### config.mk
export PLATFORM = sky130hd
export DESIGN_NAME = seg7_scan_decoder
export DESIGN_NICKNAME = d
export VERILOG_FILES = /design/src/rtl/seg7_scan_decoder.sv
export SDC_FILE = /design/constraint.sdc
export NUM_CORES = 1
export LEC_CHECK = 0
export ABC_AREA = 1
export CAP_MARGIN = 20
export CELL_PAD_IN_SITES_DETAIL_PLACEMENT = 0
export CELL_PAD_IN_SITES_GLOBAL_PLACEMENT = 1
export CORE_ASPECT_RATIO = 1.25
export CORE_UTILIZATION = 25
export CTS_BUF_LIST = sky130_fd_sc_hd__clkbuf_4 sky130_fd_sc_hd__clkbuf_8
export CTS_CLUSTER_DIAMETER = 30
export CTS_CLUSTER_SIZE = 14
export DETAILED_ROUTE_END_ITERATION = 7
export GPL_TIMING_DRIVEN = 0
export PLACE_DENSITY = 0.58
export SLEW_MARGIN = 0
export SYNTH_ARGS = -nofsm -noshare
export SYNTH_HDL_FRONTEND = slang
export SYNTH_SLANG_ARGS = --single-unit
### constraint.sdc
create_clock -name clk -period 2.99 [get_ports clk]
set_input_delay 0.598 -clock clk [delete_from_list [all_inputs] [get_ports clk]]
set_output_delay 0.598 -clock clk [all_outputs]
set_load 0.05 [all_outputs]
### src/rtl/seg7_scan_decoder.sv
// seg7_scan_decoder: monitors a multiplexed 7-segment bus, filters glitches,
// turns each stable segment pattern back into BCD and hands out whole frames
// over a valid/ready interface.
//
// Output FSM
//   state | meaning
//   EMPTY | no frame held, frame_valid low
//   FULL  | frame held on frame_bcd/frame_err, frame_valid high
module seg7_scan_decoder #(
    parameter int NUM_DIGITS    = 4,
    parameter int STABLE_CYCLES = 8
) (
    input  logic                    clk,
    input  logic                    rst,
    input  logic [6:0]              seg_in,
    input  logic [NUM_DIGITS-1:0]   digit_en,
    output logic [4*NUM_DIGITS-1:0] frame_bcd,
    output logic [NUM_DIGITS-1:0]   frame_err,
    output logic                    frame_valid,
    input  logic                    frame_ready,
    output logic                    overrun
);

    localparam logic [7:0] STABLE_C = 8'(STABLE_CYCLES);
    localparam logic [7:0] CAP_AT   = 8'(STABLE_CYCLES - 1);

    typedef enum logic {EMPTY, FULL} state_t;

    logic [6:0]              seg_s1_q, seg_s2_q;
    logic [NUM_DIGITS-1:0]   en_s1_q, en_s2_q;
    logic [NUM_DIGITS+6:0]   w_prev_q, w_now;
    logic [7:0]              cnt_q, cnt_d;
    logic                    dwell_ok, capture;
    logic [4:0]              dec_q5;
    logic [4*NUM_DIGITS-1:0] slot_bcd_q;
    logic [NUM_DIGITS-1:0]   slot_err_q;
    logic [NUM_DIGITS-1:0]   seen_q, seen_d;
    logic                    frame_done;
    state_t                  state_q;
    logic [4*NUM_DIGITS-1:0] frame_bcd_q;
    logic [NUM_DIGITS-1:0]   frame_err_q;
    logic                    frame_valid_q, overrun_q;

    // Active-low a..g pattern to {err, nibble}; blank is legal and reads as F.
    function automatic logic [4:0] decode_seg(input logic [6:0] s);
        case (s)
            7'b0000001: return {1'b0, 4'h0};
            7'b1001111: return {1'b0, 4'h1};
            7'b0010010: return {1'b0, 4'h2};
            7'b0000110: return {1'b0, 4'h3};
            7'b1001100: return {1'b0, 4'h4};
            7'b0100100: return {1'b0, 4'h5};
            7'b1100000: return {1'b0, 4'h6};
            7'b0001111: return {1'b0, 4'h7};
            7'b0000000: return {1'b0, 4'h8};
            7'b0001100: return {1'b0, 4'h9};
            7'b1111111: return {1'b0, 4'hF};
            default:    return {1'b1, 4'hE};
        endcase
    endfunction

    // Two-flop synchronizers on the asynchronous display bus, plus last-sample register.
    always_ff @(posedge clk or posedge rst) begin
        if (rst) begin
            seg_s1_q <= '0;
            seg_s2_q <= '0;
            en_s1_q  <= '0;
            en_s2_q  <= '0;
            w_prev_q <= '0;
            cnt_q    <= '0;
        end else begin
            seg_s1_q <= seg_in;
            seg_s2_q <= seg_s1_q;
            en_s1_q  <= digit_en;
            en_s2_q  <= en_s1_q;
            w_prev_q <= w_now;
            cnt_q    <= cnt_d;
        end
    end

    // Stability counter; capture fires once, on the step into STABLE_CYCLES-1.
    always_comb begin
        w_now    = {en_s2_q, seg_s2_q};
        dwell_ok = (w_now == w_prev_q) && $onehot(en_s2_q);
        if (!dwell_ok)
            cnt_d = '0;
        else if (cnt_q == STABLE_C)
            cnt_d = cnt_q;
        else
            cnt_d = cnt_q + 8'd1;
        capture    = dwell_ok && (cnt_d == CAP_AT);
        dec_q5     = decode_seg(seg_s2_q);
        frame_done = &seen_q;
        // A capture in the completing cycle starts the next frame.
        seen_d = frame_done ? '0 : seen_q;
        if (capture)
            seen_d = seen_d | en_s2_q;
    end

    // Slot registers and seen mask; a recapture overwrites the slot.
    always_ff @(posedge clk or posedge rst) begin
        if (rst) begin
            slot_bcd_q <= '0;
            slot_err_q <= '0;
            seen_q     <= '0;
        end else begin
            seen_q <= seen_d;
            for (int i = 0; i < NUM_DIGITS; i++) begin
                if (capture && en_s2_q[i]) begin
                    slot_bcd_q[4*i +: 4] <= dec_q5[3:0];
                    slot_err_q[i]        <= dec_q5[4];
                end
            end
        end
    end

    // Output FSM with registered frame, valid and overrun.
    always_ff @(posedge clk or posedge rst) begin
        if (rst) begin
            state_q       <= EMPTY;
            frame_bcd_q   <= '0;
            frame_err_q   <= '0;
            frame_valid_q <= 1'b0;
            overrun_q     <= 1'b0;
        end else begin
            overrun_q <= 1'b0;
            case (state_q)
                EMPTY: begin
                    if (frame_done) begin
                        frame_bcd_q   <= slot_bcd_q;
                        frame_err_q   <= slot_err_q;
                        frame_valid_q <= 1'b1;
                        state_q       <= FULL;
                    end
                end
                FULL: begin
                    if (frame_ready) begin
                        if (frame_done) begin
                            frame_bcd_q <= slot_bcd_q;
                            frame_err_q <= slot_err_q;
                        end else begin
                            frame_valid_q <= 1'b0;
                            state_q       <= EMPTY;
                        end
                    end else if (frame_done) begin
                        overrun_q <= 1'b1;
                    end
                end
            endcase
        end
    end

    assign frame_bcd   = frame_bcd_q;
    assign frame_err   = frame_err_q;
    assign frame_valid = frame_valid_q;
    assign overrun     = overrun_q;

endmodule

==> metrics.cfg, run 1 <==
[outcome]
status = completed

[placed_design]
hpwlAfterDp_mm = 5.49
gp_congestion = 0.753
dpl.cell_count = 625
port-buffer-count = 35

[critical_path]
crit_fanout = 6
cp.depth = 16
critPathRequiredTime_ns = 3.26
path_delay_family = simple AND/OR/NAND/NOR gates
reg2reg_to = slot_bcd_q[4]
worst_ep_arrival_time_ns = 3.05
cp-end-kind = register
r2r_start = en_s2_q[3]
cpMaxStageDelayCell = fa_1
critPathCapture = slot_bcd_q[4]
cp_cell_sequence = buf_6 > inv_2 > fa_1 > inv_1 > ha_2 > ha_4 > nor2_4 > nand2_2 > nor2_1 > nand2_1 > nor2_4 > nand3_4 > nor2_4 > nand4_4 > nand2_1 > nand2_1
cpPeakStageDelay_ns = 0.51
rr_worst_depth = 16
crit_start = en_s2_q[3]
crit_type = reg -> reg
crit_buf_inv = 3
critPathLaunchType = register
r2r_slack_ns = 0.21

[grt]
grt_pass1_wl_mm = 13.2
grt-ovfl-total = 0
antenna_found_initial = 0
grt_pass1_vias = 2790
grt-busiest-layer = met2
met3_usage_pct = 2.75
grtUsageTotal_pct = 10.8
grt_max_degree = 55
use_met2_pct = 17.9
grtUsageMet1_pct = 12.7

[hold_path]
min_path_cells = 0
hold_class = reg -> reg

[cells_and_area]
fin_cells = 645
diodes = 0
regArea_um2 = 2200
multiInputGateArea_um2 = 1470
nNetsFinal = 478
area_growth_syn_to_layout_pct = 24.3
num-fill-cells = 1547
drive_above_1_share_pct = 17.5

[synth]
yosysTopAreaCellShare_pct = 57.2
yosysTopAreaCell = dfrtp_1
synth.avg_cell_area_um2 = 9.46
synth_cell_types = 28
synth_fp_nets = 426
synthSimpleGateAreaFrac_pct = 26.3
syn_area_um2 = 3850
synthCells = 407
synth-adder-area-share_pct = 1.82
synth_xor_area_share_pct = 0.682
synth_mux_area_share_pct = 5.85
ys_top_cells_by_area = dfrtp_1, nand2_1, mux2_2, inv_1, nand4_1
synth-warning-count = 0
seq_area_frac_synth_pct = 57.2
synth_top_family_by_area = simple AND/OR/NAND/NOR gates
yosys_register_bits = 88
synth-compound-area-share_pct = 1.23

[cts]
clockBufferDepth = 2
cts.clk_slew.worst_paths_ns = 0.08
cts_tree = done
cts_max_level = 3
cts_sinks = 88
root_buffer = clkbuf_8
cts_buffers = 9
clock_latency_ns = 0.37

[die]
die_y_um = 141
row_count = 50
start_util_pct = 25.6
die_x_um = 113
ioPinCount = 36
fp.coreArea_um2 = 15000
die_area_um2 = 15900

[route]
wl_per_cell_um = 11.6
antenna_left = 0
drt-total-wl_mm = 7.47
vias = 2712
viasPerCell = 4.20
dr.pass1.iters = 4
first_iter_violations = 110
drc = 0

[sta]
drv_slew = 0
holdWs_ns = 0.352
setup_viol = 0
fmax_ghz = 0.360
finalHoldViolations = 0
fin_crit_sh_pct = 92.9
rsz0062_at_grt = true
clock_skew_ns = 0.0103
max_slew_margin_pct = 65.5
period_needed_ns = 2.78
tightest_slew_ns = 0.518

[job]
cap_viol_max_count = 0

[power_and_ir_drop]
p_total_w = 0.00215
p_leak_nw = 2.39
power_density_nw_per_um2 = 448
max-vdd-ir-drop_v = 0.000230

logic make-up (layout without fill, tap and decap cells):
family / after synthesis / count (layout)
AO/OA/AOI/OAI: 9 / 9
flip-flops: 88 / 88
XOR/XNOR: 3 / 3
multiplexers: 20 / 20
AND/OR/NAND/NOR: 220 / 220
adder cells (fa/ha/maj): 5 / 5
buffers and inverters: 62 / 118
final cells by class:
class / count / share of cell area, %
clock inverter: 4 / 0.575
tap: 182 / 4.76
multi-input combinational: 257 / 30.7
buffer: 9 / 1.52
inverter: 52 / 4.13
sequential: 88 / 46.0
timing repair buffer: 42 / 9.10
clock buffer: 11 / 3.16
cell usage after synthesis:
master	count
a21oi_1	4
buf_2	2
buf_4	4
buf_6	2
clkbuf_1	2
dfrtp_1	88
fa_1	1
ha_1	4
inv_1	44
inv_2	8
mux2_2	20
nand2_1	130
nand2_2	1
nand3_1	13
nand3_2	2
nand3_4	1
nand3b_1	1
nand4_1	24
nand4_2	4
nor2_1	32
nor2_2	3
nor2_4	4
nor3_1	5
o21ai_0	3
o21ai_1	1
o21bai_1	1
xnor2_1	1
xor2_1	2
what timing repair did:
item,4_1_cts,5_1_grt
resized for setup,9,11
endpoints found under the setup margin,22,24
buffers inserted,3,3
pin swaps,4,11
hold buffers,0,0
flip-flops by register name, indices dropped and copies added (netlist names), 4 cells and up:
signal,flops
cnt_q,8
en_s1_q,4
en_s2_q,4
frame_bcd,16
frame_err,4
seen_q,4
seg_s1_q,7
seg_s2_q,7
slot_bcd_q,16
slot_err_q,4
w_prev_q,11
layer usage:
layer | wire length (µm) | share of wire [%]
met5 | 0 | 0
met4 | 208 | 2.8
met3 | 272 | 3.6
met2 | 3670 | 49
met1 | 3320 | 44
layout by cell type, fill, tap and decap left out, types with 2 or more instances in the layout:
cell type and n:
buf_6 4, o21ai_0 3, a21oi_1 4, clkdlybuf4s50_1 35
buf_4 7, nand4_4 4, nor2_2 2, xor2_1 2
clkinv_2 2, nor3_1 5, nand2_2 4, nor2_4 7
nand2_1 127, clkbuf_8 11, nor2_1 30, nand3_1 13
nand3_4 2, mux2_2 20, nand4_1 24, inv_1 43
ha_1 2, clkbuf_1 2, dfrtp_1 88, inv_2 8
where the power goes:
group / total, W / switching, W / internal (W)
clock: 0.000771 / 0.000427 / 0.000344
sequential: 0.00123 / 0.0000173 / 0.00121
combinational: 0.000144 / 0.0000885 / 0.0000559
total: 0.00215 / 0.000533 / 0.00161
worst register-to-register path, delay by kind of cell, from the launching register on:
family | cells | cell delay (ns)
and+or+nand+nor | 10 | 1.22
buffers and inverters | 3 | 0.18
adders and majority gates | 3 | 0.90
DFF | 1 | 0.36
per-stage QoR:
step	utilization, %	TNS [ns]	setup WS, ns	cell area, µm²
2_1_floorplan	-	0	0.113	3850
3_3_place_gp	29.5	-114.51	-1.30	4430
3_5_place_dp	29.7	-1.23	-0.0796	4460
4_1_cts	31.5	0	0.00255	4720
5_1_grt	31.9	-0.00802	-0.00802	4790
6_report	31.9	0	0.211	4790
how the worst min path moves through the flow:
stage,startpoint,to
6_report,seg_s1_q[1],seg_s2_q[1]
5_1_grt,seg_s1_q[4],seg_s2_q[4]
2_1_floorplan,en_s1_q[0],en_s2_q[0]
3_3_place_gp,en_s1_q[2],en_s2_q[2]
3_5_place_dp,seg_s1_q[1],seg_s2_q[1]
4_1_cts,seg_s1_q[1],seg_s2_q[1]
No activity file was read; power rests on OpenSTA's default activity.
==> inputs of run 2 (changes only) <==
--- a/config.mk
+++ b/config.mk
@@ -7,8 +7,6 @@
 export LEC_CHECK = 0
 export ABC_AREA = 1
 export CAP_MARGIN = 20
-export CELL_PAD_IN_SITES_DETAIL_PLACEMENT = 0
-export CELL_PAD_IN_SITES_GLOBAL_PLACEMENT = 1
 export CORE_ASPECT_RATIO = 1.25
 export CORE_UTILIZATION = 25
 export CTS_BUF_LIST = sky130_fd_sc_hd__clkbuf_4 sky130_fd_sc_hd__clkbuf_8
@@ -16,7 +14,7 @@
 export CTS_CLUSTER_SIZE = 14
 export DETAILED_ROUTE_END_ITERATION = 7
 export GPL_TIMING_DRIVEN = 0
-export PLACE_DENSITY = 0.58
+export PLACE_DENSITY = 0.49
 export SLEW_MARGIN = 0
 export SYNTH_ARGS = -nofsm -noshare
 export SYNTH_HDL_FRONTEND = slang
==> metrics.cfg, run 2 (synthesis gave the netlist of run 1 again) <==
[outcome]
status = completed  ; unchanged

[die]
row_count = 50  ; unchanged
fp.coreArea_um2 = 15000  ; unchanged
die_y_um = 141  ; unchanged
die_x_um = 113  ; unchanged
ioPinCount = 36  ; unchanged
die_area_um2 = 15900  ; unchanged
start_util_pct = 25.6  ; unchanged

[route]
drt-total-wl_mm = 7.36  ; was 7.47 mm
antenna_left = 0  ; unchanged
dr.pass1.iters = 4  ; unchanged
vias = 2746  ; was 2,712
viasPerCell = 4.22  ; was 4.20
drc = 0  ; unchanged
first_iter_violations = 114  ; was 110
wl_per_cell_um = 11.3  ; was 11.6 µm

[critical_path]
cpMaxStageDelayCell = fa_1  ; unchanged
cpPeakStageDelay_ns = 0.53  ; was 0.51 ns
crit_top_cell = nand2_1
critPathRequiredTime_ns = 3.24  ; was 3.26 ns
cp-end-kind = register  ; unchanged
crit_fanout = 6  ; unchanged
r2r_slack_ns = 0.17  ; was 0.21 ns
critPathLaunchType = register  ; unchanged
crit_type = reg -> reg  ; unchanged
cp_cell_sequence = buf_6 > inv_4 > fa_1 > inv_1 > ha_2 > ha_4 > nor2_2 > nand2_1 > nor2_1 > nand2_1 > nor2_4 > nand3_2 > nor2_4 > buf_12 > nand4_4 > nand2_1 > nand2_1  ; was buf_6 > inv_2 > fa_1 > inv_1 > ha_2 > ha_4 > nor2_4 > nand2_2 > nor2_1 > nand2_1 > nor2_4 > nand3_4 > nor2_4 > nand4_4 > nand2_1 > nand2_1
worst_ep_arrival_time_ns = 3.08  ; was 3.05 ns

[cells_and_area]
diodes = 0  ; unchanged
final_common_cell = nand2_1  ; unchanged
area_growth_syn_to_layout_pct = 25.7  ; was 24.3%
drive_above_1_share_pct = 17.9  ; was 17.5%
num-fill-cells = 1541  ; was 1,547
nNetsFinal = 482  ; was 478
final_cell_mix = nand2_1, dfrtp_1, inv_1, clkdlybuf4s50_1, nor2_1  ; unchanged

[cts]
clock_latency_ns = 0.36  ; was 0.37 ns
cts_max_level = 3  ; unchanged
cts_buffers = 9  ; unchanged
clockBufferDepth = 2  ; unchanged
hold_buffers = 0  ; unchanged
cts.clk_slew.worst_paths_ns = 0.09  ; was 0.08 ns
root_buffer = clkbuf_8  ; unchanged
cts_tree = done  ; unchanged
cts_sinks = 88  ; unchanged

[job]
cap_viol_max_count = 0  ; unchanged

[sta]
clock_skew_ns = 0.00839  ; was 0.0103 ns
finalHoldViolations = 0  ; unchanged
fin_crit_sh_pct = 94.5  ; was 92.9%
setup_viol = 0  ; unchanged
drv_slew = 0  ; unchanged
max_slew_margin_pct = 63.1  ; was 65.5%
holdWs_ns = 0.353  ; was 0.352 ns
rsz0062_at_grt = true  ; unchanged
finalSetupTns_ns = 0  ; unchanged
tightest_slew_ns = 0.553  ; was 0.518 ns
period_needed_ns = 2.82  ; was 2.78 ns
fmax_ghz = 0.354  ; was 0.360 GHz

[grt]
antenna_found_initial = 0  ; unchanged
grt-ovfl-total = 0  ; unchanged
grt_max_degree = 48  ; was 55
grtUsageTotal_pct = 10.4  ; was 10.8%
grt_pass1_wl_mm = 13.1  ; was 13.2 mm
grt_pass1_vias = 2743  ; was 2,790

[power_and_ir_drop]
power_density_nw_per_um2 = 459  ; was 448 nW/µm²
p_total_w = 0.00222  ; was 0.00215 W
max-vdd-ir-drop_v = 0.000184  ; was 0.000230 V
p_leak_nw = 2.43  ; was 2.39 nW

[hold_path]
hold_class = reg -> reg  ; unchanged

[placed_design]
port-buffer-count = 35  ; unchanged
gp_congestion = 0.806  ; was 0.753
hpwlAfterDp_mm = 5.33  ; was 5.49 mm

run 2: changes by cell type in the layout (fill, tap and decap cells not counted), moves of 2 or more:
cell and change:
nor2_2 +2, nand2_1 +2, buf_6 +2, nor2_4 -2
nand2_2 -2
run 2: final timing paths:
path | start | endpoint | cells past startpoint
setup / recovery | en_s2_q[3] | slot_bcd_q[3] | 17
hold / removal | seg_s1_q[4] | seg_s2_q[4] | 0
setup reg to reg | en_s2_q[3] | slot_bcd_q[3] | 17
hold reg to reg | seg_s1_q[4] | seg_s2_q[4] | 0
max in group asynchronous | rst | cnt_q[5] | 3
min in group asynchronous | rst | frame_bcd[7] | 2
run 2: worst max-delay path, delay by kind of cell, from the launching register on:
family	cells	cell delay [ns]
adders and majority gates	3	0.91
DFF	1	0.36
buffers and inverters	4	0.33
and+or+nand+nor	10	1.11
run 2: layout make-up:
type	instances	area [µm²]	share of cell area (%)
Buffer	10	87.6	1.81
Sequential cell	88	2200	45.5
Tap cell	182	228	4.70
Clock buffer	10	138	2.84
Inverter	52	200	4.14
Clock inverter	6	67.6	1.40
Timing Repair Buffer	45	470	9.72
Multi-Input combinational cell	257	1450	29.9
run 2: metal layers:
layer / vias to the layer above / global-route usage, % / routed length (µm)
met5: - / 0 / 0
met4: 0 / 4.92 / 174
met3: 14 / 2.92 / 310
met2: 63 / 16.7 / 3530
met1: 1262 / 12.9 / 3350
li1: 1407 / - / -
run 2: timing repair:
action                                  4_1_cts  5_1_grt
gates resized for setup                       8        9
pin swaps                                     3       10
cloned                                        0        0
buffers inserted                              5        4
endpoints found under the setup margin       20       24
run 2: per-stage QoR:
stage	instance area, µm²	setup slack, ns	std cells	util, %
6_report	4840	0.165	650	32.2
5_1_grt	4840	-0.0314	650	32.2
4_1_cts	4770	0.0158	646	31.8
3_5_place_dp	4460	-0.0526	625	29.7
3_3_place_gp	4430	-1.32	624	29.5
2_1_floorplan	3850	0.113	407	-
run 2: power by group:
part           leakage (nW)  internal [W]  total, W  switching [W]
Sequential             1.15       0.00121   0.00123      0.0000169
Clock                 0.104      0.000413  0.000848       0.000434
Combinational          1.18     0.0000546  0.000143      0.0000879
==> inputs of run 3 (changes only) <==
--- a/config.mk
+++ b/config.mk
@@ -8,14 +8,16 @@
 export ABC_AREA = 1
 export CAP_MARGIN = 20
 export CORE_ASPECT_RATIO = 1.25
+export CORE_MARGIN = 2
 export CORE_UTILIZATION = 25
 export CTS_BUF_LIST = sky130_fd_sc_hd__clkbuf_4 sky130_fd_sc_hd__clkbuf_8
 export CTS_CLUSTER_DIAMETER = 30
 export CTS_CLUSTER_SIZE = 14
 export DETAILED_ROUTE_END_ITERATION = 7
+export DONT_BUFFER_PORTS = 1
 export GPL_TIMING_DRIVEN = 0
-export PLACE_DENSITY = 0.49
-export SLEW_MARGIN = 0
+export PLACE_DENSITY = 0.46
+export SLEW_MARGIN = 20
 export SYNTH_ARGS = -nofsm -noshare
 export SYNTH_HDL_FRONTEND = slang
 export SYNTH_SLANG_ARGS = --single-unit
==> metrics.cfg, run 3 (synthesis gave the netlist of run 1 again) <==
[cts]
clock_latency_ns = 0.36  ; about the same
cts_tree = done  ; unchanged
cts.clk_slew.worst_paths_ns = 0.09  ; about the same
root_buffer = clkbuf_8  ; unchanged
cts_buffers = 9  ; unchanged
cts_sinks = 88  ; unchanged
hold_buffers = 0  ; unchanged
cts_max_level = 3  ; unchanged
clockBufferDepth = 2  ; unchanged

[sta]
finalHoldViolations = 0  ; unchanged
setup_slack_ns = 0.129  ; was 0.165 ns
tightest_slew_ns = 0.548  ; was 0.553 ns
fin_crit_sh_pct = 95.7  ; was 94.5%
rsz0062_at_grt = true  ; unchanged
clock_skew_ns = 0.00663  ; was 0.00839 ns
period_needed_ns = 2.86  ; was 2.82 ns
setup_viol = 0  ; unchanged
drv_slew = 0  ; unchanged
max_slew_margin_pct = 63.5  ; was 63.1%
fmax_ghz = 0.350  ; was 0.354 GHz
holdWs_ns = 0.105  ; was 0.353 ns

[outcome]
status = completed  ; unchanged

[power_and_ir_drop]
power_density_nw_per_um2 = 497  ; was 459 nW/µm²
seqPwrFrac_pct = 55.5  ; was 55.4%
switching_share_pct = 23.8  ; was 24.3%
max-vdd-ir-drop_v = 0.000312  ; was 0.000184 V
comb_power_share_pct = 5.7  ; was 6.4%
p_clk_share_pct = 38.9  ; was 38.2%
p_leak_nw = 2.28  ; was 2.43 nW
internal-power_w = 0.00170  ; was 0.00168 W
power.switching_w = 0.000530  ; was 0.000539 W
p_total_w = 0.00223  ; was 0.00222 W

[die]
row_count = 50  ; unchanged
die_y_um = 143  ; was 141 µm
fp.coreArea_um2 = 15000  ; unchanged
die_area_um2 = 16400  ; was 15,900 µm²
ioPinCount = 36  ; unchanged
die_x_um = 115  ; was 113 µm
start_util_pct = 25.6  ; unchanged

[cells_and_area]
final_cell_mix = nand2_1, dfrtp_1, inv_1, nor2_1, nand4_1  ; was nand2_1, dfrtp_1, inv_1, clkdlybuf4s50_1, nor2_1
drive_above_1_share_pct = 20.9  ; was 17.9%
diodes = 0  ; unchanged
final_common_cell = nand2_1  ; unchanged
regArea_um2 = 2200  ; unchanged
multiInputGateArea_um2 = 1490  ; was 1450 µm²
num-fill-cells = 1601  ; was 1,541
nNetsFinal = 444  ; was 482
area_growth_syn_to_layout_pct = 16.5  ; was 25.7%

[critical_path]
critPathLaunchType = register  ; unchanged
crit_fanout = 6  ; unchanged
worst_ep_arrival_time_ns = 3.12  ; was 3.08 ns
critPathRequiredTime_ns = 3.25  ; was 3.24 ns
reg2reg_to = slot_bcd_q[0]  ; was slot_bcd_q[3]
r2r_slack_ns = 0.13  ; was 0.17 ns
rr_worst_depth = 16  ; was 17
cp-end-kind = register  ; unchanged
crit_type = reg -> reg  ; unchanged
r2r_start = en_s2_q[0]  ; was en_s2_q[3]

[grt]
grt_pass1_wl_mm = 12.9  ; was 13.1 mm
antenna_found_initial = 0  ; unchanged
grtUsageTotal_pct = 10.2  ; was 10.4%
grt_max_degree = 57  ; was 48
grt_pass1_vias = 2781  ; was 2,743
grt-ovfl-total = 0  ; unchanged

[placed_design]
port-buffer-count = 0  ; was 35
hpwlAfterDp_mm = 5.34  ; was 5.33 mm
gp_congestion = 0.814  ; was 0.806
place_ws_ns = -0.0882  ; was -0.0526 ns

[route]
drc = 0  ; unchanged
vias = 2670  ; was 2,746
wl_per_cell_um = 12.2  ; was 11.3 µm
drt-total-wl_mm = 7.47  ; was 7.36 mm
dr.pass1.iters = 4  ; unchanged
first_iter_violations = 126  ; was 114
antenna_left = 0  ; unchanged
viasPerCell = 4.36  ; was 4.22

[hold_path]
hold_class = in -> async  ; was reg -> reg

[job]
cap_viol_max_count = 0  ; unchanged

[run 3: cell types whose count changed in the layout (fill, tap and decap cells not counted), sizes merged]
cell           change
buf                -3
clkbuf             +2
clkinv             -2
clkdlybuf4s50     -35
[run 3: worst max-delay path: stages, from the launching register on]
cell     delay [ns]
dfrtp_1        0.39
inv_2          0.06
fa_1           0.55
inv_2          0.05
ha_4           0.16
ha_4           0.24
nor2_4         0.09
nand2_2        0.07
nor2_1         0.08
nand2_1        0.10
nor2_4         0.20
nand3_2        0.13
nor2_4         0.16
buf_12         0.14
nand4_4        0.16
nand2_1        0.13
nand2_1        0.05
[run 3: area by class of cell]
class / count / share of cell area, %
sequential: 88 / 49.1
multi-input combinational: 257 / 33.1
tap: 182 / 5.08
inverter: 52 / 4.41
clock buffer: 12 / 3.54
timing repair buffer: 9 / 2.23
buffer: 8 / 1.37
clock inverter: 4 / 1.14
[run 3: repair_timing]
item / in CTS / in global routing
pin swaps: 5 / 16
setup endpoints to repair: 23 / 24
buffers inserted: 6 / 2
resized for setup: 11 / 15
[run 3: how the worst max path moves through the flow]
stage               startpoint             to  slack (ns)  depth (start not counted)
floorplan                  rst       cnt_q[0]        0.11                          1
global placement           rst  frame_bcd[13]       -0.91                          1
detailed placement  en_s2_q[1]  slot_bcd_q[3]       -0.09                         16
CTS                 en_s2_q[3]  slot_bcd_q[4]       0.009                         16
global route        en_s2_q[3]  slot_bcd_q[0]       -0.08                         17
finish              en_s2_q[0]  slot_bcd_q[0]        0.13                         16
[run 3: routing by layer]
layer / share of wire (%) / GRT usage (%) / wire length, µm / vias to the layer above
li1: - / - / - / 1330
met1: 45 / 12.2 / 3330 / 1265
met2: 49 / 16.7 / 3650 / 61
met3: 4.2 / 3.10 / 313 / 14
met4: 2.3 / 4.88 / 175 / 0
met5: 0 / 0 / 0 / -
[run 3: per-stage QoR]
step	utilization (%)	cell area, µm²	setup TNS [ns]	instances
floorplan	-	3850	0	407
global placement	27.2	4080	-80.02	589
detailed placement	27.4	4110	-1.30	590
CTS	29.6	4440	0	612
global route	29.9	4490	-0.561	612
finish	29.9	4490	0	612
[run 3: power groups by stage]
stage               logic (W)  clock network (W)  registers (W)
floorplan           0.0000808                  0        0.00125
global placement     0.000100                  0        0.00126
detailed placement   0.000109                  0        0.00126
CTS                  0.000115           0.000913        0.00124
global route         0.000146           0.000950        0.00124
finish               0.000126           0.000866        0.00124
